===== src/rtl/imm_extend_unit.sv =====
// Pipelined immediate generator: SEXT / ZEXT / SEXT_SHL / two-beat CONCAT with valid/ready on both sides.
// Optional macro IMM_EXTEND_SKID_EN adds a one-entry skid register so in_ready is registered.
module imm_extend_unit #(
  parameter int IN_W  = 8,
  parameter int OUT_W = 16,
  parameter int SHL   = 1
) (
  input  logic             clk,
  input  logic             rst_n,
  input  logic             in_valid,
  output logic             in_ready,
  input  logic [IN_W-1:0]  in_data,
  input  logic [1:0]       in_mode,
  input  logic             flush,
  output logic             out_valid,
  input  logic             out_ready,
  output logic [OUT_W-1:0] out_data,
  output logic             out_hi_pending
);

  localparam logic [1:0] MODE_SEXT     = 2'b00;
  localparam logic [1:0] MODE_ZEXT     = 2'b01;
  localparam logic [1:0] MODE_SEXT_SHL = 2'b10;
  localparam logic [1:0] MODE_CONCAT   = 2'b11;

  typedef enum logic {IDLE = 1'b0, HI_HELD = 1'b1} state_t;

  function automatic logic [OUT_W-1:0] sext_f(input logic [IN_W-1:0] d);
    return {{(OUT_W-IN_W){d[IN_W-1]}}, d};
  endfunction

  function automatic logic [OUT_W-1:0] zext_f(input logic [IN_W-1:0] d);
    return {{(OUT_W-IN_W){1'b0}}, d};
  endfunction

  function automatic logic [OUT_W-1:0] concat_f(input logic [IN_W-1:0] hi, input logic [IN_W-1:0] lo);
    logic [OUT_W+IN_W-1:0] wide;
    wide = ({{OUT_W{1'b0}}, hi} << IN_W) | {{OUT_W{1'b0}}, lo};
    return wide[OUT_W-1:0];
  endfunction

  state_t             state_r;
  state_t             state_nxt_s;
  logic [IN_W-1:0]    hi_r;
  logic               out_valid_r;
  logic [OUT_W-1:0]   out_data_r;
  logic [OUT_W-1:0]   result_s;
  logic               accept_s;
  logic               consume_s;
  logic               produce_s;
  logic               in_ready_s;

  assign accept_s  = in_valid && in_ready_s;
  assign consume_s = out_valid_r && out_ready;
  // An upper CONCAT beat in IDLE is absorbed by the FSM and produces nothing.
  assign produce_s = accept_s && ((state_r == HI_HELD) || (in_mode != MODE_CONCAT));

  // Result datapath for the beat currently on the input.
  always_comb begin
    result_s = sext_f(in_data);
    if (state_r == HI_HELD) begin
      result_s = concat_f(hi_r, in_data);
    end else begin
      case (in_mode)
        MODE_SEXT:     result_s = sext_f(in_data);
        MODE_ZEXT:     result_s = zext_f(in_data);
        MODE_SEXT_SHL: result_s = sext_f(in_data) << SHL;
        default:       result_s = sext_f(in_data);
      endcase
    end
  end

  // FSM state register.
  always_ff @(posedge clk or negedge rst_n) begin
    if (!rst_n) begin
      state_r <= IDLE;
    end else begin
      state_r <= state_nxt_s;
    end
  end

  // FSM next-state logic.
  always_comb begin
    state_nxt_s = state_r;
    if (flush) begin
      state_nxt_s = IDLE;
    end else if (accept_s) begin
      case (state_r)
        IDLE:    state_nxt_s = (in_mode == MODE_CONCAT) ? HI_HELD : IDLE;
        HI_HELD: state_nxt_s = IDLE;
        default: state_nxt_s = IDLE;
      endcase
    end else begin
      state_nxt_s = state_r;
    end
  end

  // FSM output decode.
  always_comb begin
    out_hi_pending = 1'b0;
    if (state_r == HI_HELD) begin
      out_hi_pending = 1'b1;
    end else begin
      out_hi_pending = 1'b0;
    end
  end

  // Upper CONCAT half capture.
  always_ff @(posedge clk or negedge rst_n) begin
    if (!rst_n) begin
      hi_r <= {IN_W{1'b0}};
    end else if (!flush && accept_s && (state_r == IDLE) && (in_mode == MODE_CONCAT)) begin
      hi_r <= in_data;
    end else begin
      hi_r <= hi_r;
    end
  end

`ifdef IMM_EXTEND_SKID_EN
  logic             skid_valid_r;
  logic [OUT_W-1:0] skid_data_r;

  // in_ready comes straight from the skid flop, so out_ready never reaches it combinationally.
  assign in_ready_s = !skid_valid_r;

  // Output register plus skid entry; a result accepted during a stall parks in the skid.
  always_ff @(posedge clk or negedge rst_n) begin
    if (!rst_n) begin
      out_valid_r  <= 1'b0;
      out_data_r   <= {OUT_W{1'b0}};
      skid_valid_r <= 1'b0;
      skid_data_r  <= {OUT_W{1'b0}};
    end else if (flush) begin
      out_valid_r  <= 1'b0;
      skid_valid_r <= 1'b0;
    end else if (produce_s && (!out_valid_r || consume_s)) begin
      out_valid_r <= 1'b1;
      out_data_r  <= result_s;
    end else if (produce_s) begin
      skid_valid_r <= 1'b1;
      skid_data_r  <= result_s;
    end else if (consume_s && skid_valid_r) begin
      out_data_r   <= skid_data_r;
      skid_valid_r <= 1'b0;
    end else if (consume_s) begin
      out_valid_r <= 1'b0;
    end else begin
      out_valid_r <= out_valid_r;
    end
  end
`else
  assign in_ready_s = !out_valid_r || out_ready;

  // Single output register; a new result may replace the one consumed this cycle.
  always_ff @(posedge clk or negedge rst_n) begin
    if (!rst_n) begin
      out_valid_r <= 1'b0;
      out_data_r  <= {OUT_W{1'b0}};
    end else if (flush) begin
      out_valid_r <= 1'b0;
    end else if (produce_s) begin
      out_valid_r <= 1'b1;
      out_data_r  <= result_s;
    end else if (consume_s) begin
      out_valid_r <= 1'b0;
    end else begin
      out_valid_r <= out_valid_r;
    end
  end
`endif

  assign in_ready  = in_ready_s;
  assign out_valid = out_valid_r;
  assign out_data  = out_data_r;

endmodule


===== config.mk =====
export PLATFORM = sky130hd
export DESIGN_NAME = imm_extend_unit
export DESIGN_NICKNAME = d
export VERILOG_FILES = /design/src/rtl/imm_extend_unit.sv
export SDC_FILE = /design/constraint.sdc
export NUM_CORES = 1
export LEC_CHECK = 0
export ABC_AREA = 1
export CAP_MARGIN = 0
export CORE_UTILIZATION = 48
export DETAILED_ROUTE_END_ITERATION = 16
export HOLD_SLACK_MARGIN = 0.05
export PLACE_DENSITY = 0.86
export SLEW_MARGIN = 20
export SYNTH_ARGS = -nofsm -noshare
export SYNTH_HDL_FRONTEND = slang
export SYNTH_SLANG_ARGS = --single-unit

===== constraint.sdc =====
create_clock -name clk -period 1.3 [get_ports clk]
set_input_delay 0.26 -clock clk [delete_from_list [all_inputs] [get_ports clk]]
set_output_delay 0.26 -clock clk [all_outputs]
set_load 0.03 [all_outputs]

# == Word-level counts from Yosys, hierarchy flattened ==
# Cells that the tools add are included.
# word_totals
output_inout_bits,19
ff_bits,26
in_bits,15
# op_classes
n_bitwise,3
n_eq_ne,4
reduce_logical,13
n_mux,10
# op_table
cell,n
$pmux W16 S2,1
$mux W16,1
$or A16 B8 Y16,1
$mux W1,7
$logic_and A1 B1 Y1,6
$eq A2 B2 Y1 const B,2
$reduce_bool A3 Y1,1
$eq A2 B1 Y1 const B,1
$logic_not A1 Y1,2
$logic_or A1 B1 Y1,2
$ne A2 B2 Y1 const B,1
$not A1 Y1,2
$pmux W1 S2,1
$reduce_and A2 Y1,1
$reduce_bool A2 Y1,1

# == Depth between registers and ports, before layout ==
# logic_depth
depth_word,6
depth_mapped,8

# == Least setup slack after synthesis ==
# No wires, ideal clock.
# synth_path
kind,register to register
startpoint,register out_valid_r (netlist: out_valid)
endpoint,register state_r
path_stages_with_launch,6
period_less_slack_ps,1348
required_time_ps,1170
path_slack_ps,-48
t_arrival_ps,1218
path_cell_list,dfrtp_1 > nand2_2 > nand2_1 > nand2_2 > nand2_2 > o21ai_0
# synth_via
elab_chain_cells,4
# synth_rtl
element,line,source
"start, declared",45,logic out_valid_r;
"start signal, assigned",167,out_valid_r <= out_valid_r;
$logic_not A1 Y1,152,assign in_ready_s = !out_valid_r || out_ready;
$logic_or A1 B1 Y1,152,
net in_ready,11,"output logic in_ready,"
$logic_and A1 B1 Y1,53,assign accept_s = in_valid && in_ready_s;
$reduce_bool A2 Y1 (no source line),-,
"end signal, assigned",78,state_r <= state_nxt_s;
"end, declared",42,state_t state_r;
# The timed path passes the listed nets, and every way through them passes these cells.
# A chain may end at the register's enable or synchronous reset.

# == Worst setup path after layout ==
# layout_path
startpoint,register out_valid_r (netlist: out_valid)
endpoint,output out_valid
# layout_lines
element,line,source
"end, declared",15,"output logic out_valid,"
# No word-level cell between the ends.

==> metrics <==
status=complete, no violations; final antenna-violating net count=0; clock period minus worst slack=1.29 ns; number of global-route vias before repair=1185; largest cells by area after synthesis=dfrtp_1, nand2_1, nand3_1; cell chain of the critical path=buf_6, buf_6; relative contribution of combinational cells to total power=34.3%; number of inserted filler cells in the final layout=196; gr ovfl total=0; H-Tree Level Count=1; Core ar.=2570 sq um; 1st-iter DRT viols=37; number of slew-limit violations in the final report=0; GR Layer Usage met3=4.17%; most area-hungry cell type in the Yosys netlist=dfrtp_1; Power Internal=0.00159 W; number of buffers added on ports=33; met2 usage in global routing=43.8%; latest clock arrival within the worst-skew pair=0.33 ns; Top Ports=34; count of max-cap constraint violations=0; Max Fclk=0.773 GHz; Total Nets Final=240; DIE WIDTH=54.9 microns; share of layout cells above drive strength 1=28.5%; Area Overhead vs Synth=45.1%; final std cell area, no fill=1950 sq um; pre-CTS setup slack=-0.530 ns; clock-pin transition on the worst setup and hold timing paths=0.16 ns; Initial Utilization=52.2%; kind of cell adding the most delay to the critical path=flip-flops; skew final=0.0127 ns; Hold/Removal Path Class=primary input to asynchronous set/reset pin; nets in the synthesized netlist=185; total buffers and inverters traversed by the critical path=2; CTS buffer count=3; net switching power figure=0.000852 W; fraction of post-synthesis cell area in the top cell type by area=48.5%; Tightest Pin Transition=0.417 ns; Clock Sinks=26; drt pass-1 iters=4; Setup Crit Path Kind=register to output port; Avg Cell Area, Syn=8.03 sq um; detailed-route wire length per cell=14.3 microns; warning count from the yosys run=0; leakage dissipation=1.08 nW; final number of setup-violating endpoints=0; number of synthesized register bits=26; number of buffers added to fix hold violations after cts=0; per-cell via count in the routed design=5.29; post-route worst hold slack=0.268 ns; standard cell with the maximum stage delay on the critical path=dfrtp_1; Rel. slew slack=72.2%; peak fanout along the critical path=2; number of remaining DRC errors=0; total chip power=0.00245 W; relative contribution of sequential cells to total power=42.4%; CP arrival=1.03 ns; post-synthesis cell type count=19; Power Dens Cells=1260 nW/um^2; endpoint kind of the worst setup timing path=output port; utilization of the core after routing=75.8%; die extent in y=54.9 microns; sum of net half-perimeters after detailed placement=2220 microns; routed via count=1329; Setup crit start kind=register; pin count of the biggest net entering global routing=27; maximum cell stage delay along the critical path=0.45 ns; unrepaired setup endpoints after global routing=true; number of hold-slack violations in the final timing report=0; combined area of the multi-input logic cells=714 sq um; maximum buffer depth of the clock tree=2; wire length of the first global-routing pass=5240 microns; number of instances in the synthesized netlist=167; sw frac=34.9%; worst vdd rail ir drop=807 uV; register area share after synthesis=48.5%; storage element area=651 sq um; Cell Area, Placed=1740 sq um; share of the cycle needed by the critical path after routing=99.5%; most frequent CP cell=buf_6; met1 usage in global routing=30.9%; Placement Rows=18; post-synth design cell area=1340 sq um; global-route usage over all layers=25.1%; final routed wirelength across all metal layers=3590 microns; Routability Congestion=0.839; buffer type at the clock tree root=clkbuf_4; final antenna diode count=0; post-route setup slack=0.00711 ns; DIE AREA=3010 sq um; most heavily used metal layer in global routing=met2; Clock Power Share=23.2%; data required time at the worst endpoint=1.04 ns; number of antenna violations at the first check in global routing=0; TritonCTS clock tree=done
registers in the layout, indices dropped and copies added, names as in the netlist:
name	cells
state_r	1
hi_r	8
out_data	16
out_valid	1
worst register-to-register path, delay by kind of cell (launching register included):
family / cells / cell delay [ns]
simple gates: 4 / 0.45
buf+inv: 3 / 0.36
flops: 1 / 0.41
layout make-up:
cell class	instances	share of cell area (%)
well taps	30	1.93
clock buffers	3	1.16
multi-input cells	131	36.7
inverters	8	1.54
repair buffers	52	23.7
flip-flops and latches	26	33.4
clock inverters	1	1.54
cells in the mapped netlist:
master	instances
a21oi_1	1
o21ai_0	1
nand3_4	1
nand2_2	6
nor2_1	1
nor2_8	2
nand2_1	95
buf_4	2
dfrtp_1	26
ha_1	3
nand3_1	15
clkbuf_1	1
buf_8	1
nor2_4	1
nand4_4	1
inv_1	5
inv_2	3
o21ai_2	1
a21boi_0	1
repair_timing:
action / CTS / global route
pin swaps: 7 / 8
buffers inserted: 7 / 2
cloned: 1 / 1
gates resized for setup: 38 / 18
endpoints found under the hold margin: 0 / 0
endpoints found under the setup margin: 33 / 29
power by group through the flow:
stage	clock [W]	sequential, W	combinational, W
floorplan	0	0.00124	0.000265
global placement	0	0.00105	0.000767
detailed placement	0	0.00105	0.000789
CTS	0.000567	0.00104	0.000837
global route	0.000592	0.00105	0.000907
finish	0.000568	0.00104	0.000839
placed cells by master (no fill, tap or decap):
| master | Yosys | routed |
|---|---|---|
| nor2_1 | 1 | 1 |
| bufinv_16 | 0 | 1 |
| nand4_4 | 1 | 2 |
| buf_6 | 0 | 10 |
| inv_2 | 3 | 4 |
| a21boi_1 | 0 | 1 |
| ha_1 | 3 | 1 |
| o21ai_4 | 0 | 1 |
| buf_12 | 0 | 1 |
| dfrtp_1 | 26 | 26 |
| nand2_1 | 95 | 94 |
| nand3_1 | 15 | 15 |
| nand2_2 | 6 | 3 |
| a21oi_1 | 1 | 1 |
| buf_4 | 2 | 21 |
| nor2_8 | 2 | 2 |
| nand2_4 | 0 | 5 |
| clkdlybuf4s50_1 | 0 | 11 |
| o21ai_0 | 1 | 1 |
| buf_2 | 0 | 6 |
| clkbuf_4 | 0 | 3 |
| nor2_4 | 1 | 1 |
| nand3_4 | 1 | 1 |
| dlygate4sd2_1 | 0 | 2 |
| dlymetal6s2s_1 | 0 | 1 |
| ha_4 | 0 | 2 |
| inv_1 | 5 | 4 |
routing by layer:
layer / vias to the layer above / part of all wire, %
met5: - / 0
met1: 641 / 40
met4: 0 / 1.0
li1: 630 / -
met3: 8 / 5.8
met2: 50 / 53
logic make-up after synthesis:
logic type	count (synthesis)	share of synthesized area [%]
simple gates	122	42.0
flops	26	48.5
buf+inv	12	4.76
compound gates	4	1.96
fa+ha+maj	3	2.80
per-stage QoR:
stage          instances  setup TNS, ns
6_report             251              0
5_1_grt              251         -0.180
4_1_cts              248              0
3_5_place_dp         237         -11.97
3_3_place_gp         237         -10.73
2_1_floorplan        167              0
final timing paths:
check | from | end | slack [ns] | depth (start not counted)
setup / recovery | out_valid$_DFFE_PN0P_ | out_valid | 0.007 | 2
hold / removal | rst_n | hi_r[4]$_DFFE_PN0P_ | 0.27 | 2
setup reg to reg | state_r$_DFFE_PN0P_ | hi_r[5]$_DFFE_PN0P_ | 0.04 | 7
hold reg to reg | out_data[10]$_DFFE_PN0P_ | out_data[10]$_DFFE_PN0P_ | 0.49 | 2
max in group asynchronous | rst_n | out_data[14]$_DFFE_PN0P_ | 0.87 | 2
min in group clk | in_valid | out_valid$_DFFE_PN0P_ | 0.37 | 3
(Power assumes the default switching activity.)
